**src/rtl/uart_rx_core.sv**
```systemverilog
// UART receiver: 16x-oversampled 8N1 deserialiser with a one-entry
// holding register, valid/ready output and framing/overrun pulses.
module uart_rx_core #(
  parameter int DATA_BITS   = 8,
  parameter int OVERSAMPLE  = 16,
  parameter int SYNC_STAGES = 2
) (
  input  logic                 clk_i,
  input  logic                 reset,
  input  logic                 tick_i,
  input  logic                 rxd_i,
  output logic [DATA_BITS-1:0] data_o,
  output logic                 valid_o,
  input  logic                 ready_i,
  output logic                 frame_err_o,
  output logic                 overrun_o,
  output logic                 busy_o
);

  localparam int TW = $clog2(OVERSAMPLE);
  localparam int BW = $clog2(DATA_BITS + 1);

  localparam logic [TW-1:0] T_HALF = TW'(OVERSAMPLE / 2 - 1);
  localparam logic [TW-1:0] T_LAST = TW'(OVERSAMPLE - 1);
  localparam logic [BW-1:0] B_LAST = BW'(DATA_BITS - 1);

  typedef enum logic [2:0] {
    IDLE,
    START,
    DATA,
    STOP,
    BRK
  } state_e;

  state_e                 state_q, state_d;
  logic [SYNC_STAGES-1:0] sync_q, sync_d;
  logic [TW-1:0]          tcnt_q, tcnt_d;
  logic [BW-1:0]          bcnt_q, bcnt_d;
  logic [DATA_BITS-1:0]   shift_q, shift_d;
  logic [DATA_BITS-1:0]   data_q, data_d;
  logic                   valid_q, valid_d;
  logic                   ferr_q, ferr_d;
  logic                   ovr_q, ovr_d;
  logic                   busy_q, busy_d;
  logic                   rxs;
  logic                   load;

  assign rxs = sync_q[SYNC_STAGES-1];

  always_comb begin
    sync_d[0] = rxd_i;
    for (int i = 1; i < SYNC_STAGES; i++) begin
      sync_d[i] = sync_q[i-1];
    end
  end

  always_comb begin
    state_d = state_q;
    tcnt_d  = tcnt_q;
    bcnt_d  = bcnt_q;
    shift_d = shift_q;
    ferr_d  = 1'b0;
    load    = 1'b0;
    if (tick_i) begin
      unique case (state_q)
        IDLE: begin
          if (!rxs) begin
            state_d = START;
            tcnt_d  = '0;
          end
        end
        START: begin
          if (tcnt_q == T_HALF) begin
            tcnt_d  = '0;
            bcnt_d  = '0;
            // A start bit gone high by mid-bit is a glitch.
            state_d = rxs ? IDLE : DATA;
          end else begin
            tcnt_d = tcnt_q + 1'b1;
          end
        end
        DATA: begin
          if (tcnt_q == T_LAST) begin
            tcnt_d  = '0;
            shift_d = {rxs, shift_q[DATA_BITS-1:1]};
            bcnt_d  = bcnt_q + 1'b1;
            if (bcnt_q == B_LAST) begin
              state_d = STOP;
            end
          end else begin
            tcnt_d = tcnt_q + 1'b1;
          end
        end
        STOP: begin
          if (tcnt_q == T_LAST) begin
            tcnt_d = '0;
            if (rxs) begin
              state_d = IDLE;
              load    = 1'b1;
            end else begin
              ferr_d  = 1'b1;
              state_d = BRK;
            end
          end else begin
            tcnt_d = tcnt_q + 1'b1;
          end
        end
        BRK: begin
          if (rxs) begin
            state_d = IDLE;
          end
        end
        default: state_d = IDLE;
      endcase
    end
  end

  always_comb begin
    data_d  = data_q;
    valid_d = valid_q;
    ovr_d   = 1'b0;
    if (load) begin
      if (!valid_q || ready_i) begin
        data_d  = shift_q;
        valid_d = 1'b1;
      end else begin
        ovr_d = 1'b1;
      end
    end else if (valid_q && ready_i) begin
      valid_d = 1'b0;
    end
    busy_d = (state_d != IDLE);
  end

  always_ff @(posedge clk_i or posedge reset) begin
    if (reset) begin
      state_q <= IDLE;
      sync_q  <= '1;
      tcnt_q  <= '0;
      bcnt_q  <= '0;
      shift_q <= '0;
      data_q  <= '0;
      valid_q <= 1'b0;
      ferr_q  <= 1'b0;
      ovr_q   <= 1'b0;
      busy_q  <= 1'b0;
    end else begin
      state_q <= state_d;
      sync_q  <= sync_d;
      tcnt_q  <= tcnt_d;
      bcnt_q  <= bcnt_d;
      shift_q <= shift_d;
      data_q  <= data_d;
      valid_q <= valid_d;
      ferr_q  <= ferr_d;
      ovr_q   <= ovr_d;
      busy_q  <= busy_d;
    end
  end

  assign data_o      = data_q;
  assign valid_o     = valid_q;
  assign frame_err_o = ferr_q;
  assign overrun_o   = ovr_q;
  assign busy_o      = busy_q;

endmodule
```
**config.mk**
```make
export PLATFORM = sky130hd
export DESIGN_NAME = uart_rx_core
export DESIGN_NICKNAME = d
export VERILOG_FILES = /design/src/rtl/uart_rx_core.sv
export SDC_FILE = /design/constraint.sdc
export NUM_CORES = 1
export LEC_CHECK = 0
export ABC_AREA = 1
export CORE_MARGIN = 2
export CORE_UTILIZATION = 49
export DETAILED_ROUTE_END_ITERATION = 8
export PLACE_DENSITY = 0.8
export SETUP_SLACK_MARGIN = 0.02
export SYNTH_ARGS = -nofsm -noshare
export SYNTH_HDL_FRONTEND = slang
export SYNTH_SLANG_ARGS = --single-unit
```
**constraint.sdc**
```tcl
create_clock -name clk_i -period 1.6 [get_ports clk_i]
set_clock_uncertainty 0.05 [all_clocks]
set_input_delay 0.32 -clock clk_i [delete_from_list [all_inputs] [get_ports clk_i]]
set_output_delay 0.32 -clock clk_i [all_outputs]
set_load 0.005 [all_outputs]
```
==> flow_summary.ini, run 1 <==
[setup_path]
critical-path-top-delay-family = buffers and inverters
required_ns = 1.23
reg2reg_depth = 8
arrival_ns = 1.16
r2r_end = data_o[5]$_DFFE_PP0P_
endpoint_kind = output port
slowest_stage = clkdlybuf4s50_1
path_class = reg2out
worst-path-buf-inv = 1
reg2reg_from = tcnt_q[1]$_DFFE_PP0P_
critPathLaunchType = register
path_cells = clkdlybuf4s50_1
ff2ff_setup_slack_ns = 0.08
crit_fanout = 1
max_stage_delay_ns = 0.49

[route]
first_iter_violations = 43
drt-vias-per-instance = 4.792
routedWlPerCell_um = 11.66
via_count = 1270
drt_first_pass_iters = 4
ant_nets = 0
drcViolationCount = 0
drt_wl_total_um = 3091

[sta]
slew_violations = 0
tns_ns = 0
fin_ws_ns = 0.07290
timing.final.setup_violations = 0
holdWs_ns = 0.2599
grt_setup_unrepaired = true
fin_crit_sh_pct = 95.44
tightest_slew_ns = 0.2914
hold_viol = 0
max_freq_mhz = 654.8
period_minus_slack_ns = 1.527
slew_headroom_pct = 80.42

[logic_synthesis]
netlist_area_um2 = 1558
netlist-cell-type-count = 23
synth.avg_cell_area_um2 = 8.702
ys_ff_latch = 33
syn_nets = 186
ys.warnings.count = 0
netlist_instances = 179
yosysSeqAreaShare_pct = 53.17

[power_and_ir_drop]
switching_share_pct = 32.50
switching_power_mw = 0.7592
power_mw = 2.336
ir_worst_vdd_v = 0.001189
p_comb_share_pct = 28.7
p_leak_nw = 1.071
p_int_mw = 1.577
p_per_area_nw_per_um2 = 1128
clockPowerShare_pct = 27.8
pwr-share-seq_pct = 43.4

[job]
drv_cap = 0

[clock_network]
cts_tree = yes
cts.sinks = 33
numCtsBuffers = 5
h-tree-depth = 2
insertion_delay_ns = 0.34
root_buffer = clkbuf_4
cts_buffer_depth = 2
cts.clk_slew.worst_paths_ns = 0.11
ctsHoldBuffers = 0

[die]
io_pins = 17
die_w_um = 60.39
fp.dieH_um = 60.39
core_um2 = 3028
rows = 20
die_area_um2 = 3646
start_util_pct = 51.45

[global_routing]
gr-usage-met3_pct = 4.264
grtUsageTotal_pct = 19.90
grt_max_degree = 34
grt_pass1_vias = 1198
gr-usage-met2_pct = 30.90
top_usage_layer = met2
grt_pass1_wl_um = 5306
antenna_found_initial = 0
grt.overflow.total = 0
use_met1_pct = 26.23

[placement]
gp_congestion = 0.8763
io_buffers = 16
hpwl_um = 2072
pre_cts_ws_ns = -0.1648

[final_layout]
fin_nets = 227
syn_to_final_growth_pct = 33.01
num_antenna_cells = 0
post-route-util_pct = 68.43
final_common_cell = nand2_1
most-common-layout-cells = nand2_1, dfrtp_1, inv_1, buf_4, nor2_1
fillCellCount = 228
drive_gt1_share_pct = 28.05

[hold_path]
worstHoldPathType = in2async

[outcome]
status = complete, no violations
==> worst max-delay path by stage <==
stage	from	to	depth (start not counted)
2_1_floorplan	tcnt_q[0]$_DFFE_PP0P_	data_o[1]$_DFFE_PP0P_	9
3_3_place_gp	tick_i	data_o[6]$_DFFE_PP0P_	6
3_5_place_dp	tick_i	data_o[6]$_DFFE_PP0P_	6
4_1_cts	tcnt_q[1]$_DFFE_PP0P_	data_o[2]$_DFFE_PP0P_	8
5_1_grt	tcnt_q[0]$_DFFE_PP0P_	bcnt_q[1]$_DFFE_PP0P_	9
6_report	overrun_o$_DFF_PP0_	overrun_o	1
==> logic make-up after synthesis <==
group / share of synthesized area [%]
AND/OR/NAND/NOR: 25.62
buffers and inverters: 8.193
flip-flops: 53.17
AO/OA/AOI/OAI: 10.28
XOR/XNOR: 1.125
adder cells (fa/ha/maj): 1.606
==> metal layers <==
layer	vias to the layer above	wire, µm
met5	-	0
met3	4	119
met4	0	53
li1	646	-
met2	40	1492
met1	580	1426
==> flip-flops by register name, summed over array words and instances, names as in the netlist <==
register / count
state_q: 3
data_o: 8
shift_q: 8
valid_o: 1
bcnt_q: 4
busy_o: 1
sync_q: 2
frame_err_o: 1
tcnt_q: 4
overrun_o: 1
==> through the flow <==
step	instances	area [µm²]
final	265	2072
after global routing	265	2072
after CTS	261	2002
after detailed placement	249	1853
after global placement	249	1853
after floorplan	179	1558
==> layout make-up <==
cell class              count  area (µm²)  share of cell area (%)
well taps                  44       55.05                   2.657
multi-input cells         117       673.1                   32.49
clock inverters             1       30.03                   1.449
flip-flops and latches     33       829.5                   40.04
clock buffers               7       55.05                   2.657
inverters                  28       105.1                   5.072
repair buffers             35       324.1                   15.64
==> power groups by stage <==
stage / registers (mW) / logic (mW) / clock network [mW]
6_report: 1.02 / 0.671 / 0.650
5_1_grt: 1.03 / 0.762 / 0.701
3_5_place_dp: 1.01 / 0.589 / 0
2_1_floorplan: 1.00 / 0.377 / 0
3_3_place_gp: 1.01 / 0.578 / 0
4_1_cts: 1.01 / 0.625 / 0.661
==> Yosys cell counts (all sizes together) <==
master | n | area, µm²
dfstp | 2 | 52.55
xnor2 | 1 | 8.760
dfrtp | 31 | 775.7
buf | 2 | 22.52
o21ai | 23 | 145.1
nand3 | 12 | 70.07
nand2 | 52 | 210.2
a21oi | 3 | 15.01
nor3b | 1 | 7.510
nand4 | 1 | 6.260
xor2 | 1 | 8.760
nor3 | 3 | 31.28
inv | 28 | 105.1
nor2 | 17 | 73.82
ha | 2 | 25.02
==> repair_timing <==
| item | in CTS | in global routing |
|---|---|---|
| resized for setup | 16 | 17 |
| cloned | 1 | 0 |
| setup endpoints to repair | 9 | 31 |
| pin swaps | 7 | 5 |
| buffers inserted | 3 | 4 |
(Power assumes the default switching activity.)
==> run 2, diff against run 1 <==
--- a/config.mk
+++ b/config.mk
@@ -6,10 +6,10 @@
 export NUM_CORES = 1
 export LEC_CHECK = 0
 export ABC_AREA = 1
-export CORE_MARGIN = 2
-export CORE_UTILIZATION = 49
+export CORE_UTILIZATION = 55
 export DETAILED_ROUTE_END_ITERATION = 8
-export PLACE_DENSITY = 0.8
+export DONT_BUFFER_PORTS = 1
+export PLACE_DENSITY = 0.77
 export SETUP_SLACK_MARGIN = 0.02
 export SYNTH_ARGS = -nofsm -noshare
 export SYNTH_HDL_FRONTEND = slang
==> flow_summary.ini, run 2 (synthesis gave the netlist of run 1 again) <==
[clock_network]
cts.clk_slew.worst_paths_ns = 0.10
root_buffer = clkbuf_4
cts.sinks = 33
h-tree-depth = 2
numCtsBuffers = 5
cts_tree = yes
cts_buffer_depth = 2
insertion_delay_ns = 0.34

[die]
rows = 18
core_um2 = 2567
die_area_um2 = 3049
fp.dieH_um = 55.22
die_w_um = 55.22
start_util_pct = 60.67
io_pins = 17

[job]
drv_cap = 0

[power_and_ir_drop]
ir_worst_vdd_v = 0.001037
switching_share_pct = 33.19
p_int_mw = 1.531
p_per_area_nw_per_um2 = 1275
p_comb_share_pct = 26.6
pwr-share-seq_pct = 44.6
p_leak_nw = 0.8775
switching_power_mw = 0.7604
clockPowerShare_pct = 28.8

[final_layout]
post-route-util_pct = 69.98
most-common-layout-cells = nand2_1, dfrtp_1, inv_1, o21ai_0, nor2_1
fillCellCount = 199
fin_cells = 224
drive_gt1_share_pct = 22.16
final_common_cell = nand2_1
syn_to_final_growth_pct = 15.34
num_antenna_cells = 0
fin_nets = 200

[global_routing]
antenna_found_initial = 0
grtUsageTotal_pct = 20.49
grt_pass1_wl_um = 4857
grt_pass1_vias = 1116
grt.overflow.total = 0
grt_max_degree = 26

[outcome]
status = complete, no violations

[route]
via_count = 1208
drcViolationCount = 0
drt_first_pass_iters = 4
drt-vias-per-instance = 5.393
ant_nets = 0
drt_wl_total_um = 3024
routedWlPerCell_um = 13.50
first_iter_violations = 51

[setup_path]
required_ns = 1.79
endpoint_kind = register
critPathLaunchType = register
arrival_ns = 1.75
crit_fanout = 8
path_class = reg2reg

[sta]
fin_crit_sh_pct = 97.66
slew_violations = 0
tightest_slew_ns = 0.4194
timing.final.setup_violations = 0
slew_headroom_pct = 72.01
period_minus_slack_ns = 1.562
hold_viol = 0
grt_setup_unrepaired = true
max_freq_mhz = 640.0

[placement]
dpl.cell_count = 210
gp_congestion = 0.8919
hpwl_um = 2026
io_buffers = 0

[hold_path]
worstHoldPathType = in2reg
[run 2: critical path, cell delays in order (launching register included)]
cell	delay (ns)
dfrtp_1	0.43
inv_4	0.13
nand2_4	0.07
nor2_4	0.14
nand2_2	0.08
nor3_4	0.28
nand2_4	0.14
nand2_1	0.10
o21ai_2	0.05
[run 2: worst paths after layout]
check,startpoint,endpoint,slack (ns),cells past startpoint
worst max-delay path,state_q[2]$_DFF_PP0_,data_o[6]$_DFFE_PP0P_,0.04,8
worst min-delay path,tick_i,busy_o$_DFF_PP0_,0.08,2
worst max register to register,state_q[2]$_DFF_PP0_,data_o[6]$_DFFE_PP0P_,0.04,8
worst min register to register,sync_q[0]$_DFF_PP1_,sync_q[1]$_DFF_PP1_,0.32,0
max in group asynchronous,reset,sync_q[1]$_DFF_PP1_,0.60,3
min in group asynchronous,reset,bcnt_q[3]$_DFFE_PP0P_,0.34,2
[run 2: routing by layer]
layer	GRT usage (%)	routed length, µm
met1	26.64	1362
met3	8.431	200
met4	8.214	56
met5	0	0
met2	30.46	1404
[run 2: power groups by stage]
stage | clock, mW | combinational (mW) | sequential (mW)
2_1_floorplan | 0 | 0.377 | 1.00
3_3_place_gp | 0 | 0.495 | 1.01
3_5_place_dp | 0 | 0.514 | 1.01
4_1_cts | 0.673 | 0.529 | 0.996
5_1_grt | 0.705 | 0.679 | 1.03
6_report | 0.660 | 0.609 | 1.02
[run 2: cell type report]
| class | count | area (µm²) | share of cell area, % |
|---|---|---|---|
| flip-flops and latches | 33 | 828.3 | 46.10 |
| multi-input cells | 117 | 660.6 | 36.77 |
| inverters | 28 | 107.6 | 5.989 |
| repair buffers | 8 | 77.57 | 4.318 |
| clock buffers | 7 | 55.05 | 3.064 |
| well taps | 30 | 37.54 | 2.089 |
| clock inverters | 1 | 30.03 | 1.671 |
[run 2: stage by stage]
stage,setup TNS [ns],power (mW),area [µm²],hold slack [ns],setup WS [ns]
2_1_floorplan,0,1.382,1558,0.2745,0.09060
3_3_place_gp,0,1.502,1608,0.1577,0.02997
3_5_place_dp,-0.1579,1.526,1608,0.1765,-0.03139
4_1_cts,0,2.198,1718,0.06891,0.02564
5_1_grt,-0.3268,2.416,1797,0.06310,-0.04126
6_report,0,2.291,1797,0.07865,0.03752
[run 2: what timing repair did]
action / CTS / global route
hold buffers: 2 / 0
gates resized for setup: 2 / 12
buffers inserted: 0 / 3
pin swaps: 0 / 6
endpoints found under the setup margin: 9 / 24
endpoints found under the hold margin: 9 / 0
cloned: 0 / 1
==> run 3, diff against run 2 <==
--- a/config.mk
+++ b/config.mk
@@ -6,10 +6,11 @@
 export NUM_CORES = 1
 export LEC_CHECK = 0
 export ABC_AREA = 1
-export CORE_UTILIZATION = 55
+export CORE_UTILIZATION = 63
 export DETAILED_ROUTE_END_ITERATION = 8
 export DONT_BUFFER_PORTS = 1
-export PLACE_DENSITY = 0.77
+export MAX_ROUTING_LAYER = met4
+export PLACE_DENSITY = 0.83
 export SETUP_SLACK_MARGIN = 0.02
 export SYNTH_ARGS = -nofsm -noshare
 export SYNTH_HDL_FRONTEND = slang
==> constraint.sdc (replaced) <==
create_clock -name clk_i -period 1.8 [get_ports clk_i]
set_clock_uncertainty 0.05 [all_clocks]
set_input_delay 0.36 -clock clk_i [delete_from_list [all_inputs] [get_ports clk_i]]
set_output_delay 0.36 -clock clk_i [all_outputs]
set_load 0.005 [all_outputs]
==> flow_summary.ini, run 3 (synthesis gave the netlist of run 1 again) <==
[final_layout]
num_antenna_cells = 0
fillCellCount = 155
drive_gt1_share_pct = 19.27
fin_nets = 198
fin_cells = 220
syn_to_final_growth_pct = 9.960
final_common_cell = nand2_1
most-common-layout-cells = nand2_1, dfrtp_1, inv_1, o21ai_0, nor2_1

[power_and_ir_drop]
ir_worst_vdd_v = 0.0008887
p_comb_share_pct = 27.2
clockPowerShare_pct = 21.7
p_per_area_nw_per_um2 = 1034
p_leak_nw = 0.8538
p_int_mw = 1.143
pwr-share-seq_pct = 51.1
switching_power_mw = 0.6269
switching_share_pct = 35.41

[setup_path]
critical_path.startpoint = tcnt_q[0]$_DFFE_PP0P_
path_class = reg2reg
reg2reg_from = tcnt_q[0]$_DFFE_PP0P_
required_ns = 1.97
crit_fanout = 8
reg2reg_depth = 8
max_stage_delay_ns = 0.45
critPathLaunchType = register
endpoint_kind = register
slowest_stage = dfrtp_1
r2r_end = data_o[6]$_DFFE_PP0P_
ff2ff_setup_slack_ns = 0.13
path_cells = ha_4, nand3_2, inv_2, nand2_2, nor3_4, nand2_4, nand2_1, o21ai_2
arrival_ns = 1.84
critical-path-top-delay-family = simple AND/OR/NAND/NOR gates
worst-path-buf-inv = 1

[sta]
slew_violations = 0
timing.final.setup_violations = 0
fin_crit_sh_pct = 92.50
max_freq_mhz = 600.6
grt_setup_unrepaired = false
period_minus_slack_ns = 1.665
slew_headroom_pct = 73.76
tns_ns = 0
hold_viol = 0
tightest_slew_ns = 0.3932

[die]
io_pins = 17
die_w_um = 51.73
start_util_pct = 68.44
rows = 17
fp.dieH_um = 51.73
die_area_um2 = 2675
core_um2 = 2276

[clock_network]
root_buffer = clkbuf_4
numCtsBuffers = 5
h-tree-depth = 2
insertion_delay_ns = 0.32
cts.sinks = 33
cts_tree = yes
cts_buffer_depth = 2
cts.clk_slew.worst_paths_ns = 0.10

[route]
via_count = 1200
ant_nets = 0
drt_first_pass_iters = 4
drcViolationCount = 0
drt_wl_total_um = 2886
routedWlPerCell_um = 13.12
drt-vias-per-instance = 5.455
first_iter_violations = 34

[hold_path]
holdPathStages = 2
hold_end = state_q[0]$_DFF_PP0_
worstHoldPathType = in2reg
min_from = tick_i

[global_routing]
grt_max_degree = 26
use_met1_pct = 34.70
grt_pass1_vias = 1181
antenna_found_initial = 0
gr-usage-met3_pct = 6.140
gr-usage-met2_pct = 38.53
grtUsageTotal_pct = 26.12
top_usage_layer = met2
grt.overflow.total = 0
grt_pass1_wl_um = 4940

[placement]
gp_congestion = 0.8400
io_buffers = 0
hpwl_um = 1965
dpl.cell_count = 206

[outcome]
status = complete, no violations

[job]
drv_cap = 0
## run 3: changes by cell type in the layout (fill, tap and decap cells not counted), sizes merged
cell | previous run | this run
buf | 6 | 4
clkinv | 0 | 2
bufinv | 1 | 0
clkbuf | 7 | 6
## run 3: layout make-up
type | instances | area (µm²) | area share, %
multi-input cells | 117 | 630.6 | 36.82
repair buffers | 6 | 62.56 | 3.652
flip-flops and latches | 33 | 828.3 | 48.36
clock inverters | 2 | 10.01 | 0.5844
clock buffers | 6 | 41.29 | 2.411
inverters | 28 | 105.1 | 6.136
well taps | 28 | 35.03 | 2.045
## run 3: layer usage
metal	wire, µm	vias to the layer above
li1	-	583
met1	1323	580
met2	1376	32
met3	153	5
met4	32	0
met5	0	-
## run 3: timing repair
item	CTS	global route
gates resized for setup	0	4
endpoints found under the hold margin	9	0
endpoints found under the setup margin	0	8
hold buffers	2	0
buffers inserted	0	3
## run 3: stage by stage
step | power, mW | setup WS, ns | area, µm² | hold slack, ns | util, %
2_1_floorplan | 1.229 | 0.2906 | 1558 | 0.2952 | -
6_report | 1.770 | 0.1350 | 1713 | 0.1446 | 75.26
5_1_grt | 1.893 | 0.03080 | 1713 | 0.1328 | 75.26
4_1_cts | 1.722 | 0.05081 | 1662 | 0.1341 | 73.01
3_3_place_gp | 1.301 | 0.1661 | 1590 | 0.1903 | 69.87
3_5_place_dp | 1.335 | 0.03903 | 1590 | 0.2025 | 69.87
## run 3: power groups by stage
stage	logic (mW)	clock network [mW]	registers, mW
2_1_floorplan	0.336	0	0.893
3_3_place_gp	0.397	0	0.905
3_5_place_dp	0.423	0	0.912
4_1_cts	0.429	0.395	0.897
5_1_grt	0.544	0.432	0.917
6_report	0.481	0.384	0.905
## run 3: worst max-delay path by stage
stage               slack (ns)  cells past startpoint                     to
CTS                       0.05                      8  data_o[5]$_DFFE_PP0P_
detailed placement        0.04                      8  data_o[5]$_DFFE_PP0P_
finish                    0.13                      8  data_o[6]$_DFFE_PP0P_
floorplan                 0.29                      9  data_o[1]$_DFFE_PP0P_
global placement          0.17                      8  data_o[2]$_DFFE_PP0P_
global route              0.03                      8  data_o[5]$_DFFE_PP0P_
